<file path="src/rtl/multi_counter.sv">
// Bank of independent up/down counters with variable step, parallel load,
// per-cycle saturate/wrap selection and sticky overflow/underflow flags.
module multi_counter #(
  parameter int WIDTH    = 8,
  parameter int INC_SIZE = 1,
  parameter int DEC_SIZE = 1,
  parameter int CHANNELS = 4
) (
  input  logic                         clk,
  input  logic                         rst_n,
  input  logic [CHANNELS*INC_SIZE-1:0] inc,
  input  logic [CHANNELS*DEC_SIZE-1:0] dec,
  input  logic [CHANNELS-1:0]          load,
  input  logic [CHANNELS*WIDTH-1:0]    load_val,
  input  logic [CHANNELS-1:0]          mode,
  input  logic [CHANNELS-1:0]          clr_flags,
  output logic [CHANNELS*WIDTH-1:0]    count,
  output logic [CHANNELS-1:0]          ovf,
  output logic [CHANNELS-1:0]          unf,
  output logic [CHANNELS-1:0]          at_max,
  output logic [CHANNELS-1:0]          at_zero
);

  // Two guard bits: the top one is the sign, the next one marks a carry past 2^WIDTH-1.
  localparam int NW = WIDTH + 2;

  genvar gi;
  generate
    for (gi = 0; gi < CHANNELS; gi++) begin : g_ch
      logic [WIDTH-1:0] count_reg, count_next;
      logic             ovf_reg, ovf_next;
      logic             unf_reg, unf_next;
      logic [NW-1:0]    net;
      logic             net_over, net_under;
      logic [WIDTH-1:0] load_val_ch;

      assign load_val_ch = load_val[gi*WIDTH +: WIDTH];

      // Two's complement difference; steps are at most 2^WIDTH-1 so it never leaves NW bits.
      assign net = {2'b00, count_reg}
                 + NW'(inc[gi*INC_SIZE +: INC_SIZE])
                 - NW'(dec[gi*DEC_SIZE +: DEC_SIZE]);

      assign net_under = net[NW-1];
      assign net_over  = ~net[NW-1] & net[NW-2];

      always_comb begin
        count_next = net[WIDTH-1:0];
        ovf_next   = ovf_reg & ~clr_flags[gi];
        unf_next   = unf_reg & ~clr_flags[gi];
        if (load[gi]) begin
          count_next = load_val_ch;
        end else if (net_over) begin
          ovf_next = 1'b1;
          if (!mode[gi]) begin
            count_next = '1;
          end
        end else if (net_under) begin
          unf_next = 1'b1;
          if (!mode[gi]) begin
            count_next = '0;
          end
        end
      end

      always_ff @(posedge clk or negedge rst_n) begin
        if (!rst_n) begin
          count_reg <= '0;
          ovf_reg   <= 1'b0;
          unf_reg   <= 1'b0;
        end else begin
          count_reg <= count_next;
          ovf_reg   <= ovf_next;
          unf_reg   <= unf_next;
        end
      end

      assign count[gi*WIDTH +: WIDTH] = count_reg;
      assign ovf[gi]     = ovf_reg;
      assign unf[gi]     = unf_reg;
      assign at_max[gi]  = &count_reg;
      assign at_zero[gi] = ~|count_reg;
    end
  endgenerate

endmodule

</file>
<file path="config.mk">
export PLATFORM = sky130hd
export DESIGN_NAME = multi_counter
export DESIGN_NICKNAME = d
export VERILOG_FILES = /design/src/rtl/multi_counter.sv
export SDC_FILE = /design/constraint.sdc
export NUM_CORES = 1
export LEC_CHECK = 0
export CELL_PAD_IN_SITES_DETAIL_PLACEMENT = 0
export CELL_PAD_IN_SITES_GLOBAL_PLACEMENT = 2
export CORE_MARGIN = 2
export CORE_UTILIZATION = 29
export DETAILED_ROUTE_END_ITERATION = 16
export PLACE_DENSITY_LB_ADDON = 0.1
export SLEW_MARGIN = 20
export SYNTH_ARGS = -nofsm -noshare
export SYNTH_HDL_FRONTEND = slang
export SYNTH_SLANG_ARGS = --single-unit
</file>
<file path="constraint.sdc">
create_clock -name clk -period 3.3 [get_ports clk]
set_clock_uncertainty 0.15 [all_clocks]
set_input_delay 0.33 -clock clk [delete_from_list [all_inputs] [get_ports clk]]
set_output_delay 0.33 -clock clk [all_outputs]
set_load 0.005 [all_outputs]
</file>
==> results of run 1 <==
-- power by group through the flow --
stage | clock (W) | sequential, W | combinational, W
floorplan | 0 | 0.000971 | 0.00292
global placement | 0 | 0.00106 | 0.00422
detailed placement | 0 | 0.00106 | 0.00417
CTS | 0.000529 | 0.00105 | 0.00422
global route | 0.000548 | 0.00109 | 0.00471
finish | 0.000506 | 0.00104 | 0.00418
-- critical path, stage by stage, from the launching register on --
cell      delay (ns)
dfrtp_1         0.41
inv_1           0.09
ha_1            0.27
inv_1           0.04
ha_1            0.21
fa_1            0.41
a211o_1         0.30
a31oi_1         0.21
o211ai_1        0.13
and3_4          0.20
o211a_4         0.26
a221o_1         0.27
-- kinds of logic (layout without fill, tap and decap cells) --
| logic type | count (synthesis) | after routing | share of synthesized area, % |
|---|---|---|---|
| flops | 40 | 40 | 27.1 |
| xor+xnor | 27 | 27 | 6.39 |
| fa+ha+maj | 68 | 68 | 23.8 |
| mux | 3 | 3 | 0.913 |
| buf+inv | 73 | 185 | 8.22 |
| simple gates | 101 | 101 | 11.8 |
| compound gates | 117 | 117 | 21.8 |
-- placed cells by master, fill, tap and decap left out, types with 4 or more instances in the layout --
master,instances
a211o_1,8
a21o_1,4
a21oi_1,19
a221o_1,8
a31oi_1,7
buf_4,15
clkbuf_16,5
clkdlybuf4s50_1,100
dfrtp_1,40
fa_1,4
ha_1,64
inv_1,61
nand2_1,31
nand2b_1,8
nor2_1,50
o21ai_0,32
o21bai_1,7
o22ai_1,10
xnor2_1,7
xor2_1,20
-- routing by layer --
metal,up-vias,GRT usage (%),routed length (um)
met5,-,0,0
met1,1544,20.0,4840
met2,55,24.8,4640
met3,5,2.68,372
met4,0,3.53,90
li1,1682,-,-
-- metrics by stage --
step	utilization, %	cells	setup WS (ns)	total power [W]
after CTS	40.7	712	0.190	0.00580
after global routing	40.8	713	0.0994	0.00635
after floorplan	-	429	0.392	0.00389
final	40.8	713	0.239	0.00573
after detailed placement	39.5	704	-0.0381	0.00523
after global placement	39.5	704	-0.0119	0.00527
-- final cells by class --
class	instances	area (um^2)	area share, %
tap	172	215	4.21
timing repair buffer	116	1120	22.0
clock buffer	8	146	2.87
multi-input combinational	316	2390	46.9
inverter	61	229	4.48
sequential	40	1000	19.6
-- worst min-delay path by stage --
stage | start | to | cells after the start
after floorplan | rst_n | g_ch[0].count_reg[0]$_DFF_PN0_ | 0
after global placement | g_ch[2].ovf_reg$_DFF_PN0_ | g_ch[2].ovf_reg$_DFF_PN0_ | 2
after detailed placement | g_ch[1].ovf_reg$_DFF_PN0_ | g_ch[1].ovf_reg$_DFF_PN0_ | 2
after CTS | rst_n | g_ch[0].ovf_reg$_DFF_PN0_ | 1
after global routing | g_ch[1].ovf_reg$_DFF_PN0_ | g_ch[1].ovf_reg$_DFF_PN0_ | 2
final | g_ch[2].ovf_reg$_DFF_PN0_ | g_ch[2].ovf_reg$_DFF_PN0_ | 2
==> flow_summary.yaml, run 1 <==
status:
  status: "completed"
routing:
  wl_per_cell_um: 13.9
  drt-total-wl_mm: 9.94
  drt-pass1-iter-count: 4
  drt_iter0_drc: 115
  vias_per_cell: 4.61
  vias: 3286
  drc_errors: 0
  ant_nets: 0
synth:
  synth_edf_count: 0
  ys_seq_area_share_pct: 27.1
  synth_top_cell_by_area: "dfrtp_1"
  ys.flop_type: "dfrtp_1"
  synth_common_cells: "ha_1 (64), inv_1 (61), nor2_1 (50), dfrtp_1 (40), o21ai_0 (32)"
  synth.avg_cell_area_um2: 8.62
  synth_top_cell_area_share_pct: 27.1
  synthTopCellsByArea: "dfrtp_1 (27%), ha_1 (22%), inv_1 (6.2%), nor2_1 (5.1%), xor2_1 (4.7%)"
  ys_warn_count: 0
  synth_cell_type_count: 37
  synth_most_common_cell: "ha_1"
  yosys_register_bits: 40
  syn_inst: 429
  syn_area_um2: 3700
  async_reset_ff_share_pct: 100
  synth_fp_nets: 551
power:
  p_comb_share_pct: 73.0
  ir_drop_uv: 375
  internal-power_w: 0.00314
  power.switching_w: 0.00259
  power_density_nw_per_um2: 1120
  p_seq_share_pct: 18.1
  pwr-share-clk_pct: 8.8
  swShare_pct: 45.2
  power.leakage_nw: 2.38
clock_tree:
  clock_sinks: 40
  post_cts_buffers: 0
  cts-resized-gates: 0
  numCtsBuffers: 5
  cts_tree: "done"
  path_clk_slew_ns: 0.06
  clock-root-buffer: "clkbuf_16"
  cts_buffer_depth: 2
  htreeDepth: 2
  holdBufCountCts: 0
  insertion_delay_ns: 0.28
sta:
  rsz0062_at_grt: "no"
  relSlewSlack_pct: 61.6
  timing.fmax_mhz: 327
  worst_hold_slack_ns: 0.372
  finalHoldViolations: 0
  fin_crit_sh_pct: 92.7
  finalSetupTns_ns: 0
  setup_viol: 0
  tightest_slew_ns: 0.577
  slew_violations: 0
  min_period_ns: 3.06
finish:
  fillers: 1356
  final_area_um2: 5110
  layout-drive-gt1-share_pct: 6.10
  nets: 662
  antenna_cells: 0
  largest_register_ff_count: 32
  area_growth_pct: 38.1
floorplanning:
  initial_core_util_pct: 29.5
  coreArea_um2: 12500
  dieArea_um2: 13700
  die_h_um: 117
  row_count: 41
  ios: 102
  die_w_um: 117
global_routing:
  grt_pass1_wl_mm: 15.8
  grt_usage_pct: 14.8
  grt_pass1_vias: 3244
  globalRouteOverflowTotal: 0
  antenna_found_initial: 0
  grt_max_degree: 41
setup_path:
  cp-endpoint: "g_ch[2].count_reg[6]$_DFF_PN0_"
  critPathLaunchType: "flop"
  cp.required_ns: 3.32
  reg2reg_depth: 11
  critPathArrivalTime_ns: 3.08
  r2r-start: "g_ch[2].count_reg[0]$_DFF_PN0_"
  r2r_end: "g_ch[2].count_reg[6]$_DFF_PN0_"
  crit_start: "g_ch[2].count_reg[0]$_DFF_PN0_"
  cp_max_fo: 8
  path_class: "reg2reg"
  r2r_slack_ns: 0.24
  crit_path_end_kind: "flop"
placement:
  dp_hpwl_mm: 7.86
  gp_congestion: 0.795
  port_buffers: 101
  dpl_cell_area_um2: 4950
worst_hold_path:
  holdCritPathClass: "reg2reg"
run:
  drv_cap: 0
No activity file was read; power rests on OpenSTA's default activity.
==> inputs of run 2 (changes only) <==
ABC_CLOCK_PERIOD_IN_PS = 3300   (was unset)
==> results of run 2 <==
Same layout as run 1: the final DEF is identical, and so are final timing and power.
==> inputs of run 3 (changes only) <==
ABC_CLOCK_PERIOD_IN_PS = 3400   (was 3300)
clock period = 3.4 ns   (was 3.3 ns; I/O delays follow)
==> run 3 against run 2 <==
Register-to-register slack gained 0.06 ns. Critical endpoint is now g_ch[2].count_reg[1]$_DFF_PN0_. Global-route usage is essentially flat. Highest routed layer unchanged. Die area is the same.
==> flow_summary.yaml, run 3 (synthesis results as in run 1) <==
status:
  status: "completed"
setup_path:
  crit_start: "g_ch[2].count_reg[0]$_DFF_PN0_"
  r2r-start: "g_ch[2].count_reg[0]$_DFF_PN0_"
  cp_max_fo: 8
  cp.required_ns: 3.42
  path_class: "reg2reg"
  crit_path_end_kind: "flop"
  critPathLaunchType: "flop"
  critPathArrivalTime_ns: 3.12
routing:
  vias_per_cell: 4.60
  drt-pass1-iter-count: 4
  drt_iter0_drc: 111
  drc_errors: 0
  ant_nets: 0
  wl_per_cell_um: 14.0
  drt-total-wl_mm: 9.89
  vias: 3242
sta:
  slew_violations: 0
  relSlewSlack_pct: 63.3
  setup_viol: 0
  timing.fmax_mhz: 323
  finalSetupTns_ns: 0
  min_period_ns: 3.10
  fin_crit_sh_pct: 91.2
  worst_hold_slack_ns: 0.371
  tightest_slew_ns: 0.551
  rsz0062_at_grt: "no"
  finalHoldViolations: 0
global_routing:
  grt_pass1_vias: 3170
  grt_max_degree: 41
  grt_pass1_wl_mm: 15.7
  grt_usage_pct: 14.8
  globalRouteOverflowTotal: 0
  antenna_found_initial: 0
worst_hold_path:
  min_from: "g_ch[2].ovf_reg$_DFF_PN0_"
  holdCritPathClass: "reg2reg"
finish:
  nets: 655
  antenna_cells: 0
  layout-drive-gt1-share_pct: 4.88
  final_cell_mix: "clkdlybuf4s50_1 (100), ha_1 (64), inv_1 (61)"
  fillers: 1302
  largest_register_ff_count: 32
  area_growth_pct: 36.4
  final_common_cell: "clkdlybuf4s50_1"
floorplanning:
  die_h_um: 117
  ios: 102
  dieArea_um2: 13700
  initial_core_util_pct: 29.5
  die_w_um: 117
  row_count: 41
  coreArea_um2: 12500
clock_tree:
  path_clk_slew_ns: 0.06
  clock-root-buffer: "clkbuf_16"
  numCtsBuffers: 5
  htreeDepth: 2
  cts_buffer_depth: 2
  insertion_delay_ns: 0.29
  clock_sinks: 40
  cts_tree: "done"
  post_cts_buffers: 0
power:
  ir_drop_uv: 352
  power.leakage_nw: 2.34
  power_density_nw_per_um2: 1090
placement:
  gp_congestion: 0.838
  dp_hpwl_mm: 7.95
  port_buffers: 101
run:
  drv_cap: 0
## run 3: cell types whose count changed in the layout (fill, tap and decap cells not counted)
cell,change
buf_4,-7
clkbuf_8,-1
clkbuf_1,-1
clkinv_2,+1
## run 3: power by group
| group | switching, W | internal, W | leakage, nW |
|---|---|---|---|
| Combinational | 0.00205 | 0.00198 | 1.79 |
| Sequential | 0.000282 | 0.000720 | 0.482 |
| Clock | 0.000197 | 0.000267 | 0.0667 |
| Total | 0.00252 | 0.00296 | 2.34 |
## run 3: timing repair
action,CTS,global route
gates resized for setup,0,0
endpoints found under the setup margin,0,0
hold buffers,0,1
endpoints found under the hold margin,0,40
## run 3: path summary, 6_finish.rpt
kind | end | slack (ns) | cells after the start
worst max-delay path | g_ch[2].count_reg[1]$_DFF_PN0_ | 0.30 | 11
worst min-delay path | g_ch[2].ovf_reg$_DFF_PN0_ | 0.37 | 2
worst max register to register | g_ch[2].count_reg[1]$_DFF_PN0_ | 0.30 | 11
worst min register to register | g_ch[2].ovf_reg$_DFF_PN0_ | 0.37 | 2
max in group asynchronous | g_ch[1].count_reg[2]$_DFF_PN0_ | 2.29 | 2
min in group asynchronous | g_ch[2].count_reg[6]$_DFF_PN0_ | 0.43 | 2
## run 3: final cells by class
type                            instances  area [um^2]  share of cell area [%]
Sequential cell                        40         1000                    19.8
Tap cell                              172          215                    4.27
Clock inverter                          1         5.00                  0.0992
Clock buffer                            6          129                    2.56
Inverter                               61          229                    4.54
Timing Repair Buffer                  109         1070                    21.2
Multi-Input combinational cell        316         2390                    47.5
## run 3: per-layer routing
layer	share of wire (%)	track usage (%)	vias up
met3	4.7	3.09	6
li1	-	-	1663
met4	0.93	4.00	0
met1	48	20.1	1500
met2	47	24.2	73
met5	0	0	-
## run 3: critical path: stages, from the launching register on
cell	delay, ns
dfrtp_1	0.39
inv_1	0.09
ha_1	0.27
inv_1	0.04
ha_1	0.21
fa_1	0.41
a211o_1	0.30
a31oi_1	0.24
o211ai_1	0.14
and3_4	0.20
o211a_4	0.26
a221o_1	0.27
## run 3: through the flow
stage	setup WS [ns]	power [W]	instances	utilization [%]	cell area [um^2]
after floorplan	0.492	0.00377	429	-	3700
after global placement	0.0639	0.00508	697	39.1	4900
after detailed placement	0.0211	0.00504	697	39.1	4900
after CTS	0.307	0.00556	704	40.2	5030
after global routing	0.116	0.00611	705	40.3	5040
final	0.300	0.00549	705	40.3	5040
